**src/rtl/psg_stereo_mixer_dac_pkg.sv**
```systemverilog
`default_nettype none
// ============================================================================
// Module : audio_mix_pkg
// Brief  : Shared constants, FSM state type and width helper for the mixer.
// Rev    : 1.0 - initial release
// ============================================================================
package audio_mix_pkg;

    localparam logic [1:0] MODE_MONO   = 2'd0;
    localparam logic [1:0] MODE_ABC    = 2'd1;
    localparam logic [1:0] MODE_ACB    = 2'd2;
    localparam logic [1:0] MODE_CUSTOM = 2'd3;

    typedef enum logic [1:0] {
        ST_IDLE = 2'd0,
        ST_ACC  = 2'd1,
        ST_DONE = 2'd2
    } mix_state_t;

    // Smallest width that holds NUM_CH full-scale samples without overflow.
    function automatic int sum_bits(input int num_ch, input int ch_bits);
        return ch_bits + $clog2(num_ch);
    endfunction

endpackage
`default_nettype wire

```
**src/rtl/psg_stereo_mixer_dac_if.sv**
```systemverilog
`default_nettype none
// ============================================================================
// Module : psg_stereo_mixer_dac_if
// Brief  : Control/sample bundle between the PSG core and the stereo mixer.
// Rev    : 1.0 - initial release
// ============================================================================
interface psg_stereo_mixer_dac_if
    import audio_mix_pkg::*;
#(
    parameter int NUM_CH   = 3,
    parameter int CH_BITS  = 8,
    parameter int SUM_BITS = sum_bits(NUM_CH, CH_BITS)
) ();

    logic                      ce_sample;
    logic [NUM_CH*CH_BITS-1:0] ch_in;
    logic [1:0]                mode;
    logic [NUM_CH-1:0]         pan_l;
    logic [NUM_CH-1:0]         pan_r;
    logic [NUM_CH-1:0]         mute;
    logic [1:0]                vol_shift;
    logic [SUM_BITS-1:0]       pcm_l;
    logic [SUM_BITS-1:0]       pcm_r;
    logic                      pcm_valid;
    logic                      busy;
    logic                      overrun;

    modport master (
        output ce_sample, ch_in, mode, pan_l, pan_r, mute, vol_shift,
        input  pcm_l, pcm_r, pcm_valid, busy, overrun
    );

    modport slave (
        input  ce_sample, ch_in, mode, pan_l, pan_r, mute, vol_shift,
        output pcm_l, pcm_r, pcm_valid, busy, overrun
    );

endinterface
`default_nettype wire

```
**src/rtl/psg_stereo_mixer_dac_sigma_delta_dac.sv**
```systemverilog
`default_nettype none
// ============================================================================
// Module : sigma_delta_dac
// Brief  : First-order 1-bit sigma-delta modulator; carry out is the bitstream.
// Rev    : 1.0 - initial release
// ============================================================================
module sigma_delta_dac #(
    parameter int BITS = 10
) (
    input  wire logic            clk_sys,
    input  wire logic            reset,
    input  wire logic [BITS-1:0] pcm,
    output logic                 dac_bit
);

    logic [BITS:0] r_integ;

    always_ff @(posedge clk_sys) begin
        if (reset) begin
            r_integ <= '0;
        end else begin
            r_integ <= {1'b0, r_integ[BITS-1:0]} + {1'b0, pcm};
        end
    end

    assign dac_bit = r_integ[BITS];

endmodule
`default_nettype wire

```
**src/rtl/psg_stereo_mixer_dac.sv**
```systemverilog
`default_nettype none
// ============================================================================
// Module : psg_stereo_mixer_dac
// Brief  : Serial N-channel stereo mixer with pan/mute/attenuation and 1-bit DACs.
// Rev    : 1.0 - initial release
// ============================================================================
module psg_stereo_mixer_dac
    import audio_mix_pkg::*;
#(
    parameter int NUM_CH   = 3,
    parameter int CH_BITS  = 8,
    parameter int SUM_BITS = sum_bits(NUM_CH, CH_BITS)
) (
    input  wire logic             clk_sys,
    input  wire logic             reset,
    psg_stereo_mixer_dac_if.slave mix,
    output logic                  audio_l,
    output logic                  audio_r
);

    localparam int                c_IDX_BITS = (NUM_CH > 1) ? $clog2(NUM_CH) : 1;
    localparam [c_IDX_BITS-1:0]   c_LAST_IDX = c_IDX_BITS'(NUM_CH - 1);

    mix_state_t                r_state;
    logic [NUM_CH*CH_BITS-1:0] r_ch;
    logic [NUM_CH-1:0]         r_ml;
    logic [NUM_CH-1:0]         r_mr;
    logic [1:0]                r_vol;
    logic [c_IDX_BITS-1:0]     r_idx;
    logic [SUM_BITS-1:0]       r_acc_l;
    logic [SUM_BITS-1:0]       r_acc_r;
    logic [SUM_BITS-1:0]       r_pcm_l;
    logic [SUM_BITS-1:0]       r_pcm_r;
    logic                      r_pcm_valid;
    logic                      r_busy;
    logic                      r_overrun;

    logic [NUM_CH-1:0]         w_ml;
    logic [NUM_CH-1:0]         w_mr;
    logic [CH_BITS-1:0]        w_ch_cur;
    logic [SUM_BITS-1:0]       w_ch_ext;
    logic [SUM_BITS-1:0]       w_sum_l;
    logic [SUM_BITS-1:0]       w_sum_r;

    // Extra voices beyond A/B/C sit in the centre for the fixed stereo modes.
    always_comb begin
        w_ml = '0;
        w_mr = '0;
        for (int i = 0; i < NUM_CH; i++) begin
            case (mix.mode)
                MODE_ABC: begin
                    w_ml[i] = (i != 2);
                    w_mr[i] = (i != 0);
                end
                MODE_ACB: begin
                    w_ml[i] = (i != 1);
                    w_mr[i] = (i != 0);
                end
                MODE_CUSTOM: begin
                    w_ml[i] = mix.pan_l[i];
                    w_mr[i] = mix.pan_r[i];
                end
                default: begin
                    w_ml[i] = 1'b1;
                    w_mr[i] = 1'b1;
                end
            endcase
            w_ml[i] = w_ml[i] & ~mix.mute[i];
            w_mr[i] = w_mr[i] & ~mix.mute[i];
        end
    end

    assign w_ch_cur = r_ch[r_idx*CH_BITS +: CH_BITS];
    assign w_ch_ext = SUM_BITS'(w_ch_cur);
    assign w_sum_l  = r_acc_l + (r_ml[r_idx] ? w_ch_ext : '0);
    assign w_sum_r  = r_acc_r + (r_mr[r_idx] ? w_ch_ext : '0);

    // The final sum is shifted into pcm_l/pcm_r on entry to DONE so that the
    // outputs and pcm_valid are both visible during the DONE cycle.
    always_ff @(posedge clk_sys) begin
        if (reset) begin
            r_state     <= ST_IDLE;
            r_ch        <= '0;
            r_ml        <= '0;
            r_mr        <= '0;
            r_vol       <= '0;
            r_idx       <= '0;
            r_acc_l     <= '0;
            r_acc_r     <= '0;
            r_pcm_l     <= '0;
            r_pcm_r     <= '0;
            r_pcm_valid <= 1'b0;
            r_busy      <= 1'b0;
            r_overrun   <= 1'b0;
        end else begin
            r_pcm_valid <= 1'b0;
            if (mix.ce_sample && (r_state != ST_IDLE)) begin
                r_overrun <= 1'b1;
            end
            case (r_state)
                ST_IDLE: begin
                    if (mix.ce_sample) begin
                        r_ch    <= mix.ch_in;
                        r_ml    <= w_ml;
                        r_mr    <= w_mr;
                        r_vol   <= mix.vol_shift;
                        r_acc_l <= '0;
                        r_acc_r <= '0;
                        r_idx   <= '0;
                        r_busy  <= 1'b1;
                        r_state <= ST_ACC;
                    end
                end
                ST_ACC: begin
                    r_acc_l <= w_sum_l;
                    r_acc_r <= w_sum_r;
                    r_idx   <= r_idx + 1'b1;
                    if (r_idx == c_LAST_IDX) begin
                        r_pcm_l     <= w_sum_l >> r_vol;
                        r_pcm_r     <= w_sum_r >> r_vol;
                        r_pcm_valid <= 1'b1;
                        r_state     <= ST_DONE;
                    end
                end
                ST_DONE: begin
                    r_busy  <= 1'b0;
                    r_state <= ST_IDLE;
                end
                default: begin
                    r_busy  <= 1'b0;
                    r_state <= ST_IDLE;
                end
            endcase
        end
    end

    assign mix.pcm_l     = r_pcm_l;
    assign mix.pcm_r     = r_pcm_r;
    assign mix.pcm_valid = r_pcm_valid;
    assign mix.busy      = r_busy;
    assign mix.overrun   = r_overrun;

    sigma_delta_dac #(.BITS(SUM_BITS)) u_dac_l (
        .clk_sys (clk_sys),
        .reset   (reset),
        .pcm     (r_pcm_l),
        .dac_bit (audio_l)
    );

    sigma_delta_dac #(.BITS(SUM_BITS)) u_dac_r (
        .clk_sys (clk_sys),
        .reset   (reset),
        .pcm     (r_pcm_r),
        .dac_bit (audio_r)
    );

endmodule
`default_nettype wire

```
**src/flat_wrapper.sv**
```systemverilog
// flat-port wrapper written by rule: the top's interface ports become plain ports
module psg_stereo_mixer_dac_flat import audio_mix_pkg::*;
#(
    parameter int NUM_CH   = 3,
    parameter int CH_BITS  = 8,
    parameter int SUM_BITS = sum_bits(NUM_CH, CH_BITS)
)
  (clk_sys, reset, audio_l, audio_r, mix_ce_sample, mix_ch_in, mix_mode, mix_pan_l, mix_pan_r, mix_mute, mix_vol_shift, mix_pcm_l, mix_pcm_r, mix_pcm_valid, mix_busy, mix_overrun);
  psg_stereo_mixer_dac_if #(.NUM_CH(NUM_CH), .CH_BITS(CH_BITS), .SUM_BITS(SUM_BITS)) mix_i ();
  input  wire logic clk_sys;
  input  wire logic reset;
  output logic audio_l;
  output logic audio_r;
  input wire logic [$bits(mix_i.ce_sample)-1:0] mix_ce_sample;
  input wire logic [$bits(mix_i.ch_in)-1:0] mix_ch_in;
  input wire logic [$bits(mix_i.mode)-1:0] mix_mode;
  input wire logic [$bits(mix_i.pan_l)-1:0] mix_pan_l;
  input wire logic [$bits(mix_i.pan_r)-1:0] mix_pan_r;
  input wire logic [$bits(mix_i.mute)-1:0] mix_mute;
  input wire logic [$bits(mix_i.vol_shift)-1:0] mix_vol_shift;
  output wire logic [$bits(mix_i.pcm_l)-1:0] mix_pcm_l;
  output wire logic [$bits(mix_i.pcm_r)-1:0] mix_pcm_r;
  output wire logic [$bits(mix_i.pcm_valid)-1:0] mix_pcm_valid;
  output wire logic [$bits(mix_i.busy)-1:0] mix_busy;
  output wire logic [$bits(mix_i.overrun)-1:0] mix_overrun;
  assign mix_i.ce_sample = mix_ce_sample;
  assign mix_i.ch_in = mix_ch_in;
  assign mix_i.mode = mix_mode;
  assign mix_i.pan_l = mix_pan_l;
  assign mix_i.pan_r = mix_pan_r;
  assign mix_i.mute = mix_mute;
  assign mix_i.vol_shift = mix_vol_shift;
  assign mix_pcm_l = mix_i.pcm_l;
  assign mix_pcm_r = mix_i.pcm_r;
  assign mix_pcm_valid = mix_i.pcm_valid;
  assign mix_busy = mix_i.busy;
  assign mix_overrun = mix_i.overrun;
  psg_stereo_mixer_dac #(.NUM_CH(NUM_CH), .CH_BITS(CH_BITS), .SUM_BITS(SUM_BITS)) u_core (.clk_sys(clk_sys), .reset(reset), .mix(mix_i), .audio_l(audio_l), .audio_r(audio_r));
endmodule
```
**config.mk**
```make
export PLATFORM = sky130hd
export DESIGN_NAME = psg_stereo_mixer_dac_flat
export DESIGN_NICKNAME = d
export VERILOG_FILES = /design/src/rtl/psg_stereo_mixer_dac_pkg.sv /design/src/rtl/psg_stereo_mixer_dac_if.sv /design/src/rtl/psg_stereo_mixer_dac_sigma_delta_dac.sv /design/src/rtl/psg_stereo_mixer_dac.sv /design/src/flat_wrapper.sv
export SDC_FILE = /design/constraint.sdc
export NUM_CORES = 1
export LEC_CHECK = 0
export ABC_CLOCK_PERIOD_IN_PS = 4300
export CAP_MARGIN = 30
export CORE_MARGIN = 2
export CORE_UTILIZATION = 60
export DETAILED_ROUTE_END_ITERATION = 7
export DONT_BUFFER_PORTS = 1
export PLACE_DENSITY = 0.76
export SLEW_MARGIN = 10
export SYNTH_ARGS = -nofsm -noshare
export SYNTH_HDL_FRONTEND = slang
export SYNTH_SLANG_ARGS = --single-unit
```
**constraint.sdc**
```tcl
create_clock -name clk_sys -period 4.3 [get_ports clk_sys]
set_input_delay 0.86 -clock clk_sys [delete_from_list [all_inputs] [get_ports clk_sys]]
set_output_delay 0.86 -clock clk_sys [all_outputs]
set_load 0.03 [all_outputs]
```
==> flow_summary.yaml <==
outcome:
  status: "completed"
routing:
  avgViaCountPerCell: 5.94
  drt_iter0_markers: 236
  avgRoutedWirePerCell_um: 15.6
  ant_nets: 0
  vias: 4916
  finalWirelength_um: 12900
  first_pass_iters: 5
  drc: 0
timing:
  setup_viol: 0
  relSlewSlack_pct: 44.5
  setup_tns_ns: 0
  setup_ws_ns: 0.619
  grt_setup_unrepaired: "no"
  min_period_ns: 3.68
  final_hold_viol_count: 0
  slew_viol_final: 0
  fmax_ghz: 0.272
  finalClockSkew_ns: 0.0153
  tightest_slew_ns: 0.830
  min_period_over_period_pct: 85.6
yosys:
  syn_inst: 711
  yosysSeqAreaShare_pct: 35.1
  netlist_area_um2: 5770
  synthTopCellsByArea: "dfxtp_1, ha_1, a21oi_1"
  post-synth-top-area-cell: "dfxtp_1"
  ys_types: 59
  synthFlopType: "dfxtp_1"
  ys_top_cells_by_count: "dfxtp_1, nand2_1, a21oi_1"
  syn_avg_cell_area_um2: 8.11
  yosysTopAreaCellShare_pct: 35.1
  synth-async-reset-ratio_pct: 0
  synth-seq-cells: 101
  syn-num-nets: 795
  synth_warnings: 0
  synth.most_common_cell: "dfxtp_1"
  synth_edf_count: 0
placement:
  gp_congestion: 0.901
  dpl_cell_area_um2: 5830
  port_buffers: 0
  place_hpwl_um: 9420
  post-place-cells: 810
  post-place-ws_ns: 0.739
final_layout:
  utilization_pct: 65.2
  stdcell_count: 828
  design_area_um2: 6050
  layout.nets: 778
  antenna_cells: 0
  area_delta_synth_final_pct: 4.97
  drive_gt1_share_pct: 5.72
worst_setup_path:
  start_kind: "flop"
  r2r_cells: 15
  critPathSlowestCell: "dfxtp_1"
  reg2reg_to: "u_core.mix.pcm_l[5]"
  max_stage_delay_ns: 0.54
  end_kind: "flop"
  cp_cell_sequence: "inv_1 -> nor2_1 -> buf_4 -> nand2_1 -> o21ai_0 -> and2_1 -> ha_1 -> inv_1 -> fa_1 -> nand2b_1 -> a211oi_1 -> nand4bb_1 -> nand3_2 -> mux4_2 -> a22o_1"
  critPathMaxFanout: 13
  worstPathRequired_ns: 4.57
  reg2reg_from: "u_core.r_idx[0]"
  critical_path_class: "flop to flop"
  path_common_cell: "inv_1"
  crit_end: "u_core.mix.pcm_l[5]"
  crit_arrival_ns: 3.95
  rrSetupSlack_ns: 0.62
  cp-startpoint: "u_core.r_idx[0]"
clocking:
  cts_tree: "built"
  post-cts-setup-buffer-count: 0
  ctsHoldBuffers: 0
  cts.path.max_buffers: 2
  cts_resized: 0
  cts_made_buffers: 9
  ctsRootBufferMaster: "clkbuf_8"
  htree_levels: 3
  clkLatencyLatePin_ns: 0.38
  clock-sinks: 101
  clk_pin_slew_worst_paths_ns: 0.11
die:
  start_util_pct: 62.1
  die_w_um: 102
  die_area_um2: 10400
  core_um2: 9280
  ios: 65
  rows: 35
  die_y_um: 102
grt:
  track_usage_pct: 25.7
  grt_overflow: 0
  antenna_found_initial: 0
  grt_max_degree: 102
  grt_pass1_wl_um: 21600
  grt_pass1_vias: 4621
min_path:
  hold_path_class: "flop to flop"
job:
  maxCapViolations: 0
power:
  power.density_nw_per_um2: 284
  power_leakage_nw: 2.45
  ir_worst_vdd_v: 0.000255
-- final cells by class --
cell class / instances / area (um^2)
clock buffer: 9 / 124
clock inverter: 7 / 67.6
fill: 820 / 3230
inverter: 23 / 86.3
multi-input combinational: 552 / 3530
sequential: 101 / 2020
tap: 129 / 161
timing repair buffer: 7 / 67.6
-- through the flow --
stage          power (mW)  hold slack, ns
3_3_place_gp         1.14           0.440
6_report             1.72           0.458
3_5_place_dp         1.14           0.442
5_1_grt              1.79           0.476
2_1_floorplan        1.12           0.436
4_1_cts              1.72           0.458
-- registers in the layout, summed over array words and instances (netlist names) --
| register | flops |
|---|---|
| u_core.mix.busy | 1 |
| u_core.mix.overrun | 1 |
| u_core.mix.pcm_l | 10 |
| u_core.mix.pcm_r | 10 |
| u_core.mix.pcm_valid | 1 |
| u_core.r_acc_l | 10 |
| u_core.r_acc_r | 10 |
| u_core.r_ch | 24 |
| u_core.r_idx | 2 |
| u_core.r_ml | 3 |
| u_core.r_mr | 3 |
| u_core.r_state | 2 |
| u_core.r_vol | 2 |
| u_core.u_dac_l.r_integ | 11 |
| u_core.u_dac_r.r_integ | 11 |
-- report_power, final --
part           internal, mW  switching (mW)  total, mW
Combinational        0.0522          0.0907      0.143
Clock                 0.226           0.371      0.597
Sequential            0.958          0.0231      0.981
-- cell families (layout without fill, tap and decap cells) --
logic type                 count (synthesis)  in the layout  synth area share (%)
muxes                                     27             27                  5.84
and+or+nand+nor                          271            271                  21.5
DFF                                      101            101                  35.1
xor gates and xnor gates                  16             16                  2.43
buffers and inverters                     58             46                  3.82
adders and majority gates                 44             44                  10.1
AOI/OAI and AO/OA                        194            194                  21.3
-- layer usage --
layer | part of all wire (%) | global-route usage, % | up-vias
li1 | - | - | 2481
met4 | 2.3 | 8.92 | 0
met2 | 48 | 42.5 | 133
met3 | 5.0 | 4.99 | 25
met5 | 0 | 0 | -
met1 | 45 | 33.8 | 2277
-- how the worst min path moves through the flow --
stage,start,endpoint,slack (ns),depth (start not counted)
6_report,u_core.r_ch[11],u_core.r_ch[11],0.46,2
5_1_grt,u_core.r_ch[18],u_core.r_ch[18],0.48,2
4_1_cts,u_core.r_ch[17],u_core.r_ch[17],0.46,2
3_5_place_dp,u_core.r_ch[17],u_core.r_ch[17],0.44,2
3_3_place_gp,u_core.r_ch[1],u_core.r_ch[1],0.44,2
2_1_floorplan,u_core.r_ch[0],u_core.r_ch[0],0.44,2
-- cells in the final DEF (no fill, tap or decap), types with 3 or more instances in the layout --
cell	count
o21a_1	9
a21o_1	12
o21ai_0	29
fa_1	4
mux4_2	5
o211ai_1	8
nand2b_1	7
xnor2_1	10
nor3_1	29
buf_4	5
inv_1	22
nand2_1	100
o21ai_1	10
and2_1	19
clkbuf_8	9
a21oi_1	77
clkinv_4	3
or3_1	6
dfxtp_1	101
mux2i_1	19
o41ai_1	3
a22oi_1	4
nand3b_1	3
xor2_1	6
a31oi_1	9
nand3_1	17
nor2_1	67
nor2b_1	15
ha_1	40
a211oi_1	5
inv_8	3
o31ai_1	3
-- worst max-delay path: cells and delay by family, from the launching register on --
family / cells / cell delay (ns)
adder cells (fa/ha/maj): 2 / 0.60
AND/OR/NAND/NOR: 6 / 0.93
buffers and inverters: 3 / 0.35
multiplexers: 1 / 0.46
AO/OA/AOI/OAI: 3 / 0.69
flip-flops: 1 / 0.54
No activity file was read; power rests on OpenSTA's default activity.
